$ cat config.mk
export PLATFORM = sky130hd
export DESIGN_NAME = ixayoi_axi_rd_arb
export DESIGN_NICKNAME = d
export VERILOG_FILES = /design/src/rtl/ixayoi_axi_rd_arb.sv
export SDC_FILE = /design/constraint.sdc
export NUM_CORES = 1
export LEC_CHECK = 0
export ABC_AREA = 1
export ABC_CLOCK_PERIOD_IN_PS = 1800
export CORE_AREA = 3 3 89 91
export DETAILED_ROUTE_END_ITERATION = 8
export DIE_AREA = 0 0 92 94
export DONT_BUFFER_PORTS = 1
export SYNTH_ARGS = -nofsm -noshare
export SYNTH_HDL_FRONTEND = slang
export SYNTH_SLANG_ARGS = --single-unit
$ cat constraint.sdc
create_clock -name clk -period 1.8 [get_ports clk]
set_input_delay 0.18 -clock clk [delete_from_list [all_inputs] [get_ports clk]]
set_output_delay 0.18 -clock clk [all_outputs]
set_load 0.02 [all_outputs]
$ cat src/rtl/ixayoi_axi_rd_arb.sv
// rtl/ixayoi_axi_rd_arb.sv - round-robin arbiter of an instruction burst port and a data single-beat port onto one AXI4 read master
// One transaction outstanding at a time; R beats are routed back to whichever port won the grant.
module ixayoi_axi_rd_arb #(
  parameter int ADDR_W = 32,
  parameter int DATA_W = 32
) (
  input  logic              clk,
  input  logic              reset,
  input  logic [ADDR_W-1:0] i_araddr,
  input  logic [7:0]        i_arlen,
  input  logic [1:0]        i_arburst,
  input  logic              i_arvalid,
  output logic              i_arready,
  output logic [DATA_W-1:0] i_rdata,
  output logic [1:0]        i_rresp,
  output logic              i_rlast,
  output logic              i_rvalid,
  input  logic              i_rready,
  input  logic [ADDR_W-1:0] d_araddr,
  input  logic              d_arvalid,
  output logic              d_arready,
  output logic [DATA_W-1:0] d_rdata,
  output logic [1:0]        d_rresp,
  output logic              d_rvalid,
  input  logic              d_rready,
  output logic [ADDR_W-1:0] m_araddr,
  output logic [7:0]        m_arlen,
  output logic [1:0]        m_arburst,
  output logic              m_arvalid,
  input  logic              m_arready,
  input  logic [DATA_W-1:0] m_rdata,
  input  logic [1:0]        m_rresp,
  input  logic              m_rlast,
  input  logic              m_rvalid,
  output logic              m_rready,
  output logic              proto_err
);

  typedef enum logic [1:0] {IDLE, ADDR, DATA} state_t;

  state_t            r_state;
  state_t            w_state_nxt;
  logic              r_last_d;
  logic              r_sel_d;
  logic              r_proto_err;
  logic [ADDR_W-1:0] r_addr;
  logic [7:0]        r_len;
  logic [7:0]        r_cnt;
  logic [1:0]        r_burst;
  logic              w_grant_i;
  logic              w_grant_d;
  logic              w_beat;
  logic              w_cnt_zero;
  logic              w_sel_rready;

  always_comb begin
    w_state_nxt  = r_state;
    w_grant_i    = 1'b0;
    w_grant_d    = 1'b0;
    w_beat       = 1'b0;
    w_cnt_zero   = (r_cnt == 8'd0);
    w_sel_rready = r_sel_d ? d_rready : i_rready;
    i_arready    = 1'b0;
    d_arready    = 1'b0;
    m_arvalid    = 1'b0;
    m_rready     = 1'b0;
    i_rvalid     = 1'b0;
    d_rvalid     = 1'b0;
    case (r_state)
      IDLE: begin
        // d wins unless i is also asking and d was the last one served
        w_grant_d = d_arvalid && (!i_arvalid || !r_last_d);
        w_grant_i = i_arvalid && !w_grant_d;
        i_arready = w_grant_i;
        d_arready = w_grant_d;
        if (w_grant_i || w_grant_d) w_state_nxt = ADDR;
      end
      ADDR: begin
        m_arvalid = 1'b1;
        if (m_arready) w_state_nxt = DATA;
      end
      DATA: begin
        m_rready = w_sel_rready;
        i_rvalid = m_rvalid && !r_sel_d;
        d_rvalid = m_rvalid && r_sel_d;
        w_beat   = m_rvalid && w_sel_rready;
        if (w_beat && w_cnt_zero) w_state_nxt = IDLE;
      end
      default: w_state_nxt = IDLE;
    endcase
  end

  always_ff @(posedge clk) begin
    if (reset) begin
      r_state     <= IDLE;
      r_last_d    <= 1'b0;
      r_sel_d     <= 1'b0;
      r_proto_err <= 1'b0;
      r_addr      <= '0;
      r_len       <= 8'd0;
      r_cnt       <= 8'd0;
      r_burst     <= 2'b00;
    end else begin
      r_state <= w_state_nxt;
      if (w_grant_i || w_grant_d) begin
        r_sel_d <= w_grant_d;
        r_addr  <= w_grant_d ? d_araddr : i_araddr;
        r_len   <= w_grant_d ? 8'd0 : i_arlen;
        r_burst <= w_grant_d ? 2'b01 : i_arburst;
      end
      if (r_state == ADDR && m_arready) r_cnt <= r_len;
      // Completion is decided by our own count; a wrong rlast only raises the flag
      if (w_beat) begin
        if (m_rlast != w_cnt_zero) r_proto_err <= 1'b1;
        if (w_cnt_zero) r_last_d <= r_sel_d;
        else            r_cnt    <= r_cnt - 8'd1;
      end
    end
  end

  assign m_araddr  = r_addr;
  assign m_arlen   = r_len;
  assign m_arburst = r_burst;
  assign i_rdata   = m_rdata;
  assign i_rresp   = m_rresp;
  assign i_rlast   = m_rlast;
  assign d_rdata   = m_rdata;
  assign d_rresp   = m_rresp;
  assign proto_err = r_proto_err;

endmodule

; Yosys cells after proc, flatten, opt, wreduce, memory -nomap -nowiden
; Cells that the tools add are included.
[word_totals]
reg_bits = 55
out_inout_bits = 118
elab_cells = 52
[classes]
add_sub_neg = 1
n_eq_ne = 6
n_mux = 18
n_reduce_logical = 19
[ops]
columns = cell, count
row1 = $mux 32, 1
row2 = $mux 8, 4
row3 = $logic_not 8->1, 1
row4 = $mux 1, 8
row5 = $mux 2, 4
row6 = $sub 8x1->8 const B, 1
row7 = $logic_and 1x1->1, 7
row8 = $ne 2x2->1 const B, 3
row9 = $pmux 2 s3, 1
row10 = $logic_not 1->1, 4
row11 = $reduce_and 2->1, 2
row12 = $logic_or 1x1->1, 3
row13 = $reduce_and 3->1, 1
row14 = $eq 2x1->1 const B, 1
row15 = $eq 2x2->1 const B, 1
row16 = $logic_not 2->1, 1
row17 = $ne 1x1->1, 1

; Depth between registers and ports, before layout
; Gate-level depths: netlist of the first run.
[logic_depth]
word_depth = 8
ltp_mapped = 9
depth_no_buf = 9

; Worst setup path after synthesis of the first run
; OpenSTA, ideal clock, no wires.
[synth_path]
path_type = register to register
start = register r_state[0]
end = register r_cnt[6]
t_arrival_ns = 1.184
t_required_ns = 1.685
slack_ns = 0.501
path_stages_with_launch = 9
cell_sequence = dfxtp_1 > inv_1 > nor2_4 > nand2_4 > buf_6 > o21ai_0 > nand2_1 > nand2_1 > nor2_1
[synth_between]
elab_chain_cells = 5
[synth_rtl]
columns = element, line
row1 = from (decl), 41  ; state_t r_state;
row2 = from (signal assigned), 104  ; r_state <= w_state_nxt;
row3 = $eq 2x1->1, 111  ; if (r_state == ADDR && m_arready) r_cnt <= r_len;
row4 = $logic_and 1x1->1, 111
row5 = $mux 8, 111
row6 = $mux 8, 115  ; if (w_cnt_zero) r_last_d <= r_sel_d;
row7 = $mux 8 (*), 113  ; if (w_beat) begin
row8 = to (signal assigned), 111
row9 = to (signal assigned), 116  ; else r_cnt <= r_cnt - 8'd1;
row10 = to (decl), 48  ; logic [7:0] r_cnt;
; Every way passes the cells marked *; elsewhere a longest branch is shown, timed or not.
; A chain may end at the register's enable or synchronous reset.

; Final worst setup path of the first run
[layout_path]
start = register r_state[1]
end = output i_arready
[layout_between]
elab_chain_cells = 2
[layout_rtl]
columns = element, line
row1 = $logic_not 2->1, 69  ; case (r_state)
row2 = $mux 1, 69
row3 = to (decl), 13  ; output logic i_arready,
; No other way between the ends.

==> impl_metrics.toml, run 1 <==
[clocking]
root_buffer = "sky130_fd_sc_hd__clkbuf_8"
cts_htree_levels = 2
clk-insertion-delay-late_ps = 310
sinks_on_the_clock_net = 55
cts-resized-gates = 0
tritoncts.num_buffers = 5
tritoncts = "done"
cts.clk_slew.worst_paths_ps = 110
ctsHoldBuffers = 4
cts.path.max_buffers = 2
post-cts-setup-buffers = 0

[global_routing]
globalRouteTotalUtil = 0.1738
grt_antenna_before_repair = 0
grt_start_max_net_pins = 39
first_global_vias = 2567
grt_overflow = 0
grt_first_pass_wirelength_um = 12160

[placed_design]
port_buffers = 0
gp_congestion = 0.8249
post-dp-hpwl_um = 5333

[logic_synthesis]
synthesis.instances = 533
ys_types = 23
synth_seq_area_share = 0.3231
yosys-top-cells-area = "sky130_fd_sc_hd__dfxtp_1 32%, sky130_fd_sc_hd__nand2_1 17%, sky130_fd_sc_hd__buf_4 16%"
ys_seq_elements = 55
mapped_nets = 652
synth_top_area_frac = 0.3231
synth_top_area_cell = "sky130_fd_sc_hd__dfxtp_1"
synth_warnings = 0
post_synth_instance_area_um2 = 3408
syn_area_per_cell_um2 = 6.395

[route]
routed_wl_um = 7530
drt_pre_antenna_iters = 4
vias_after_detailed_routing = 2694
ant_nets = 0
routed_via_count_divided_by_cell_count = 4.768
post_detailed_route_wirelength_per_cell_um = 13.33
drc_errors = 0
drt-initial-drc-count = 72

[critical_path]
critical_register_to_register_path_startpoint = "r_state[1]"
setup.worst_path.class = "reg2out"
worstPathMaxFanout = 6
r2r_end = "m_araddr[0]"
worst-endpoint-required_ps = 1620
ff_to_ff_path_depth = 8
worst-r2r-setup-slack_ps = 310
endpoint_kind = "output port"
setup.worst_path.start_class = "flip-flop"
worst-endpoint-arrival_ps = 1450

[sta]
timing.clock.skew_ps = 9.670
achievable-frequency_ghz = 0.6121
min_period_over_period = 0.9076
timing.final.max_slew_violations = 0
tightestPinTransition_ps = 550.6
final-hold-violation-count = 0
min_period_ps = 1634
maxSlewHeadroom = 0.6324
grt_setup_unrepaired = "false"
final.setup.tns_ps = 0
setup_viol_count_final = 0

[finish]
drive_above_1_share = 0.06438
finish.utilization = 0.4291
finish.net_count = 584
layout_commonest_cell = "sky130_fd_sc_hd__nand2_1"
insertedDiodeCount = 0
areaGrowthSynthToFinish_pct = -9.178
most_used_cells_in_the_layout_excluding_fill_and_tap_cells = "156 x sky130_fd_sc_hd__nand2_1, 96 x sky130_fd_sc_hd__nor2_1, 55 x sky130_fd_sc_hd__dfxtp_1"

[floorplanning]
core-area_um2 = 7214
total_die_area_um2 = 8648
initial_utilization = 0.4724
floorplan.die.width_um = 92
ioPinCount = 235
die_h_um = 94
num_rows = 31

[flow_run]
max-cap-violations = 0

[pwr]
post-layout-total-power_mw = 2.956
power.leakage_nw = 1.631
power-per-cell-area_nw_per_um2 = 955.1
ir_worst_vdd_uv = 355.7

[min_path]
hold_start = "reset"
hold_path_end = "m_araddr[12]"
min_delay_path_depth = 3
worst_hold_path_type = "in2reg"

[run_status]
status = "finished clean"
[worst max path at each step]
stage                     startpoint          end  slack (ps)  cells after the start
after CTS                 r_state[1]    i_arready         120                      4
after global placement    r_state[1]  m_araddr[0]         350                      8
after detailed placement  r_state[1]  m_araddr[0]         290                      8
after global routing      r_state[1]    i_arready          50                      4
final                     r_state[1]    i_arready         170                      4
after floorplan           r_state[0]     r_cnt[6]         500                      8
[cell families after synthesis]
group | Yosys count | share of synthesized area
fa+ha+maj | 2 | 0.007341
xor+xnor | 3 | 0.007711
buf+inv | 142 | 0.2537
flops | 55 | 0.3231
compound gates | 29 | 0.04479
simple gates | 302 | 0.3634
[worst max-delay path, cell delays in order, from the launching register on]
cell                      delay [ps]
sky130_fd_sc_hd__dfxtp_1         390
sky130_fd_sc_hd__nor2_4          160
sky130_fd_sc_hd__nand2_1          90
sky130_fd_sc_hd__a21oi_2         280
sky130_fd_sc_hd__buf_4           240
[metal layers]
metal	vias up	global-route usage	wire length (µm)
met3	9	0.06651	665
li1	1407	-	-
met4	0	0.05198	90
met2	113	0.3157	3834
met1	1165	0.1868	2939
met5	-	0	0
[report_power, final]
part           internal (mW)  switching [mW]  leakage [nW]
Clock                  0.315           0.418        0.0474
Sequential              1.34           0.228         0.453
Combinational          0.235           0.419          1.13
Total                   1.89            1.06          1.63
[sequential cells by signal, summed over array words and instances (netlist names)]
name and cells:
m_arlen 8, r_sel_d 1, r_cnt 8, m_arburst 2, r_state 2, m_araddr 32
proto_err 1, r_last_d 1
[area by class of cell]
type | count | area, µm²
timing repair buffer | 14 | 130.1
multi-input combinational | 336 | 1443
sequential | 55 | 1101
fill | 778 | 4119
clock buffer | 6 | 82.58
tap | 99 | 123.9
inverter | 53 | 198.9
clock inverter | 2 | 16.27
[cell usage after synthesis (all sizes together)]
cell and count:
inv 53, nand2 159, ha 2, nor2 100
a21oi 17, nor3 1, buf 84, nand3 42
xnor2 1, dfxtp 55, xor2 2, clkbuf 5
o21ai 12
[per-stage QoR]
| stage | area, µm² | instances | hold WS [ps] | setup slack, ps |
|---|---|---|---|---|
| after detailed placement | 2927 | 551 | 258.9 | 294.3 |
| final | 3095 | 565 | 14.03 | 166.4 |
| after CTS | 3075 | 563 | 0.03089 | 117.8 |
| after floorplan | 3408 | 533 | 322.1 | 501.4 |
| after global placement | 2927 | 551 | 257.0 | 352.7 |
| after global routing | 3095 | 565 | 8.388 | 52.45 |
No activity file was read; power rests on OpenSTA's default activity.
==> run 2, diff against run 1 <==
--- a/config.mk
+++ b/config.mk
@@ -11,6 +11,7 @@
 export DETAILED_ROUTE_END_ITERATION = 8
 export DIE_AREA = 0 0 92 94
 export DONT_BUFFER_PORTS = 1
+export SETUP_SLACK_MARGIN = 0.4
 export SYNTH_ARGS = -nofsm -noshare
 export SYNTH_HDL_FRONTEND = slang
 export SYNTH_SLANG_ARGS = --single-unit
==> run 2 against run 1 <==
- core utilization up 2.8 points
- setup slack better by 230 ps
- clock skew down 3.2 ps
- total power up 3.3%
- first-iteration DRC count down 18%
- sequential share of layout area down 1.9 points
- wire length up 6.0%
- via count up 3.3%
- worst hold slack worse by 4.1 ps
- highest routed layer unchanged
==> impl_metrics.toml, run 2 (synthesis gave the netlist of run 1 again) <==
[route]
drt-initial-drc-count = 59
ant_nets = 0
drt_pre_antenna_iters = 4
post_detailed_route_wirelength_per_cell_um = 13.93
drc_errors = 0
routed_wl_um = 7980
routed_via_count_divided_by_cell_count = 4.859
vias_after_detailed_routing = 2784

[floorplanning]
total_die_area_um2 = 8648
ioPinCount = 235
floorplan.die.width_um = 92
core-area_um2 = 7214
die_h_um = 94
num_rows = 31
initial_utilization = 0.4724

[pwr]
power.sequential.fraction = 0.514
power.leakage_nw = 1.699
power.switching_mw = 1.116
ir_worst_vdd_uv = 355.8
cellInternalPower_mw = 1.939
clockPowerShare = 0.242
power-per-cell-area_nw_per_um2 = 926.7
swShare = 0.3653
comb_power_share = 0.244

[clocking]
sinks_on_the_clock_net = 55
cts.clk_slew.worst_paths_ps = 100
cts_htree_levels = 2
clk-insertion-delay-late_ps = 310
tritoncts.num_buffers = 5
cts.path.max_buffers = 2
root_buffer = "sky130_fd_sc_hd__clkbuf_8"
tritoncts = "done"

[critical_path]
setup.worst_path.end = "i_arready"
setup.worst_path.class = "reg2out"
critical_path_depth = 4
worstPathMaxFanout = 6
cp_slowest_cell = "sky130_fd_sc_hd__dfxtp_4"
worst-endpoint-required_ps = 1620
r2r_end = "r_cnt[3]"
worst_path_dominant_cell_family = "flip-flops"
worst_setup_path_startpoint = "r_state[1]"
endpoint_kind = "output port"
worst-endpoint-arrival_ps = 1230
setup.worst_path.start_class = "flip-flop"
critical_register_to_register_path_startpoint = "r_sel_d"
worstPathBufferInverterCount = 1
crit_path_cell_trace = "nor2_4 > nand2_2 > a21oi_4 > buf_6"
ff_to_ff_path_depth = 9
worst-r2r-setup-slack_ps = 490
critical-path-max-stage-delay_ps = 380

[sta]
min_period_over_period = 0.7806
maxSlewHeadroom = 0.7776
timing.clock.skew_ps = 6.440
min_period_ps = 1405
final.setup.tns_ps = 0
hold-worst-slack_ps = 9.928
tightestPinTransition_ps = 333.7
grt_setup_unrepaired = "true"
achievable-frequency_ghz = 0.7117
final-hold-violation-count = 0
timing.final.max_slew_violations = 0
setup_viol_count_final = 0

[placed_design]
post-dp-hpwl_um = 5333
port_buffers = 0
gp_congestion = 0.8249

[finish]
insertedDiodeCount = 0
fillers = 761
drive_above_1_share = 0.1308
finish.net_count = 592
flip_flop_count_of_the_largest_register_all_copies_and_words_added = 32
areaGrowthSynthToFinish_pct = -3.304
multi_input_comb_area_um2 = 1541
ff_latch_area_um2 = 1111
layout_commonest_cell = "sky130_fd_sc_hd__nand2_1"
most_used_cells_in_the_layout_excluding_fill_and_tap_cells = "147 x sky130_fd_sc_hd__nand2_1, 88 x sky130_fd_sc_hd__nor2_1, 51 x sky130_fd_sc_hd__dfxtp_1"

[global_routing]
grt_antenna_before_repair = 0
first_global_vias = 2586
grt_overflow = 0
globalRouteTotalUtil = 0.1762
grt_start_max_net_pins = 39
grt_first_pass_wirelength_um = 12310

[run_status]
status = "finished clean"

[min_path]
worst_hold_path_type = "in2reg"

[flow_run]
max-cap-violations = 0
run 2: cell count changes in the layout (fill, tap and decap cells not counted), moves of 3 or more:
cell,change
sky130_fd_sc_hd__nand2_1,-9
sky130_fd_sc_hd__nand2_2,+8
sky130_fd_sc_hd__nor2_1,-8
sky130_fd_sc_hd__nor2_4,+5
sky130_fd_sc_hd__dfxtp_1,-4
sky130_fd_sc_hd__nor2_2,+4
sky130_fd_sc_hd__buf_6,+3
run 2: what timing repair did:
item                                    in CTS  in global routing
resized for setup                           13                 27
buffers inserted                             1                  5
endpoints found under the hold margin       32                  1
hold buffers                                 5                  1
pin swaps                                    0                  8
endpoints found under the setup margin      46                 35
gates cloned                                 0                  2
run 2: power by group through the flow:
| stage | Combinational, mW | Clock, mW | Sequential (mW) |
|---|---|---|---|
| after global routing | 0.858 | 0.822 | 1.59 |
| final | 0.745 | 0.738 | 1.57 |
| after floorplan | 0.797 | 0 | 1.57 |
| after detailed placement | 0.631 | 0 | 1.60 |
| after CTS | 0.675 | 0.777 | 1.57 |
| after global placement | 0.614 | 0 | 1.60 |
run 2: worst min path at each step:
| stage | start | endpoint | slack [ps] | cells past startpoint |
|---|---|---|---|---|
| 3_5_place_dp | reset | m_arlen[4] | 260 | 1 |
| 6_report | i_arlen[6] | m_arlen[6] | 10 | 2 |
| 5_1_grt | i_arlen[5] | m_arlen[5] | 8 | 2 |
| 3_3_place_gp | reset | m_arlen[6] | 260 | 1 |
| 2_1_floorplan | i_arburst[0] | m_arburst[0] | 320 | 2 |
| 4_1_cts | reset | m_araddr[6] | 0.07 | 3 |
run 2: final cells by class:
cell class                 instances  share of cell area
clock buffer                       6             0.02506
clock inverter                     2            0.004935
inverter                          53             0.06112
multi-input combinational        337              0.4677
sequential                        55              0.3371
tap                               99             0.03759
timing repair buffer              21             0.06644
run 2: through the flow:
stage | setup slack [ps] | total power, mW | instance area (µm²) | util | instances
finish | 394.9 | 3.054 | 3296 | 0.4568 | 573
global route | 338.5 | 3.269 | 3296 | 0.4568 | 573
CTS | 322.1 | 3.026 | 3131 | 0.4339 | 565
detailed placement | 294.3 | 2.231 | 2927 | 0.4057 | 551
global placement | 352.7 | 2.213 | 2927 | 0.4057 | 551
floorplan | 501.4 | 2.363 | 3408 | - | 533
run 2: layer usage:
metal	track usage	part of all wire	vias to the layer above
met5	0	0	-
met4	0.05198	0.018	0
met3	0.06731	0.096	14
met2	0.3151	0.51	135
met1	0.1937	0.38	1215
li1	-	-	1420
==> run 3, diff against run 2 <==
--- a/config.mk
+++ b/config.mk
@@ -6,10 +6,10 @@
 export NUM_CORES = 1
 export LEC_CHECK = 0
 export ABC_AREA = 1
-export ABC_CLOCK_PERIOD_IN_PS = 1800
-export CORE_AREA = 3 3 89 91
+export ABC_CLOCK_PERIOD_IN_PS = 1200
+export CORE_AREA = 3 3 91 93
 export DETAILED_ROUTE_END_ITERATION = 8
-export DIE_AREA = 0 0 92 94
+export DIE_AREA = 0 0 94 96
 export DONT_BUFFER_PORTS = 1
 export SETUP_SLACK_MARGIN = 0.4
 export SYNTH_ARGS = -nofsm -noshare
==> constraint.sdc (replaced) <==
create_clock -name clk -period 1.2 [get_ports clk]
set_input_delay 0.12 -clock clk [delete_from_list [all_inputs] [get_ports clk]]
set_output_delay 0.12 -clock clk [all_outputs]
set_load 0.02 [all_outputs]
==> run 3 against run 2 <==
- the run now ends with hold timing, setup timing left
- design area rose by 21%
- clock skew rose by 2.0 ps
- first-iteration DRC count rose by 32%
==> impl_metrics.toml, run 3 (synthesis gave the netlist of run 1 again) <==
[finish]
flip_flop_count_of_the_largest_register_all_copies_and_words_added = 32
most_used_cells_in_the_layout_excluding_fill_and_tap_cells = "138 x sky130_fd_sc_hd__nand2_1, 87 x sky130_fd_sc_hd__nor2_1, 45 x sky130_fd_sc_hd__inv_1"
finish.net_count = 625
insertedDiodeCount = 0
layout_commonest_cell = "sky130_fd_sc_hd__nand2_1"
drive_above_1_share = 0.3432
areaGrowthSynthToFinish_pct = 17.40

[sta]
setup_viol_count_final = 59
achievable-frequency_ghz = 0.7138
min_period_over_period = 1.168
hold-worst-slack_ps = -139.9
min_period_ps = 1401
worst_slack_setup_final_ps = -201.0
maxSlewHeadroom = 0.7965
final-hold-violation-count = 46
grt_setup_unrepaired = "true"
final.setup.tns_ps = -7272
timing.final.max_slew_violations = 0
timing.clock.skew_ps = 8.415
tightestPinTransition_ps = 305.0

[pwr]
ir_worst_vdd_uv = 519.3
power.leakage_nw = 1.979
post-layout-total-power_mw = 5.142
power-per-cell-area_nw_per_um2 = 1285

[floorplanning]
total_die_area_um2 = 9024
core-area_um2 = 7607
floorplan.die.width_um = 94
num_rows = 32
die_h_um = 96
ioPinCount = 235
initial_utilization = 0.4480

[clocking]
root_buffer = "sky130_fd_sc_hd__clkbuf_8"
tritoncts = "done"
clk-insertion-delay-late_ps = 310
cts.path.max_buffers = 2
sinks_on_the_clock_net = 55
cts.clk_slew.worst_paths_ps = 100
ctsHoldBuffers = 1
tritoncts.num_buffers = 5
cts_htree_levels = 2

[run_status]
violations = "hold timing, setup timing"
status = "finished, violations left"

[route]
drt_pre_antenna_iters = 4
drc_errors = 0
post_detailed_route_wirelength_per_cell_um = 13.92
routed_wl_um = 8476
drt-initial-drc-count = 78
vias_after_detailed_routing = 2934
ant_nets = 0
routed_via_count_divided_by_cell_count = 4.818

[min_path]
min_delay_path_depth = 1
hold_start = "reset"
worst_hold_path_type = "in2reg"
hold_path_end = "r_sel_d"

[critical_path]
worstPathMaxFanout = 7
worst-endpoint-arrival_ps = 1610
r2r_end = "r_cnt[3]"
ff_to_ff_path_depth = 9
setup.worst_path.start_class = "flip-flop"
setup.worst_path.class = "reg2reg"
critical_register_to_register_path_startpoint = "r_state[1]"
endpoint_kind = "flip-flop"
worst-endpoint-required_ps = 1410
worst-r2r-setup-slack_ps = -200

[placed_design]
preCtsSetupSlack_ps = -66.03
post-dp-hpwl_um = 5582
gp_congestion = 0.8322
port_buffers = 0

[global_routing]
grt_overflow = 0
first_global_vias = 2646
grt_start_max_net_pins = 48
globalRouteTotalUtil = 0.1765
grt_first_pass_wirelength_um = 12650
grt_antenna_before_repair = 0

[flow_run]
max-cap-violations = 0
==> run 3: cell types whose count changed in the layout (fill, tap and decap cells not counted), sizes merged <==
cell / delta
bufinv: +1
buf: +36
dlygate4sd3: -4
clkinvlp: -1
nand2: +1
==> run 3: metal layers <==
layer / track usage / vias to the layer above / part of all wire
li1: - / 1489 / -
met1: 0.1992 / 1328 / 0.40
met2: 0.3176 / 108 / 0.51
met3: 0.06177 / 9 / 0.083
met4: 0.04452 / 0 / 0.0084
met5: 0 / - / 0
==> run 3: report_power, final <==
| group | internal [mW] | switching (mW) | total (mW) | leakage, nW |
|---|---|---|---|---|
| combinational | 0.670 | 0.819 | 1.49 | 1.44 |
| clock | 0.677 | 0.611 | 1.29 | 0.0612 |
| sequential | 2.05 | 0.319 | 2.36 | 0.482 |
==> run 3: worst max path at each step <==
stage,startpoint,end,slack (ps),cells after the start
3_5_place_dp,r_state[0],r_cnt[5],-70,8
2_1_floorplan,r_state[0],r_cnt[6],-10,8
6_report,r_state[1],r_cnt[3],-200,9
4_1_cts,r_state[1],i_arready,-210,5
5_1_grt,r_state[1],i_arready,-270,5
3_3_place_gp,r_state[0],r_cnt[7],-40,8
==> run 3: repair_timing <==
action                     4_1_cts  5_1_grt
cloned                           3        2
setup endpoints to repair      104      104
setup buffers                   15        3
hold endpoints to repair        47       46
resized for setup              129       28
pin swaps                       15        7
==> run 3: layout make-up <==
cell class | instances | area [µm²]
fillers | 756 | 3606
multi-input cells | 338 | 1689
flip-flops and latches | 55 | 1260
repair buffers | 53 | 590.6
inverters | 53 | 216.5
well taps | 102 | 127.6
clock buffers | 6 | 82.58
clock inverters | 2 | 35.03
==> run 3: worst max-delay path, stage by stage (launching register included) <==
cell                      delay, ps
sky130_fd_sc_hd__dfxtp_4        370
sky130_fd_sc_hd__buf_4          130
sky130_fd_sc_hd__buf_4          130
sky130_fd_sc_hd__nor2_4         170
sky130_fd_sc_hd__buf_6          140
sky130_fd_sc_hd__nand2_8         80
sky130_fd_sc_hd__nand2_1         60
sky130_fd_sc_hd__nand2_1         60
sky130_fd_sc_hd__o21ai_2        110
sky130_fd_sc_hd__nor2_1          40
==> run 3: through the flow <==
step	util	std cells	area [µm²]
2_1_floorplan	-	533	3496
3_3_place_gp	0.4243	577	3228
3_5_place_dp	0.4243	577	3228
4_1_cts	0.5035	604	3830
5_1_grt	0.5260	609	4001
6_report	0.5260	609	4001
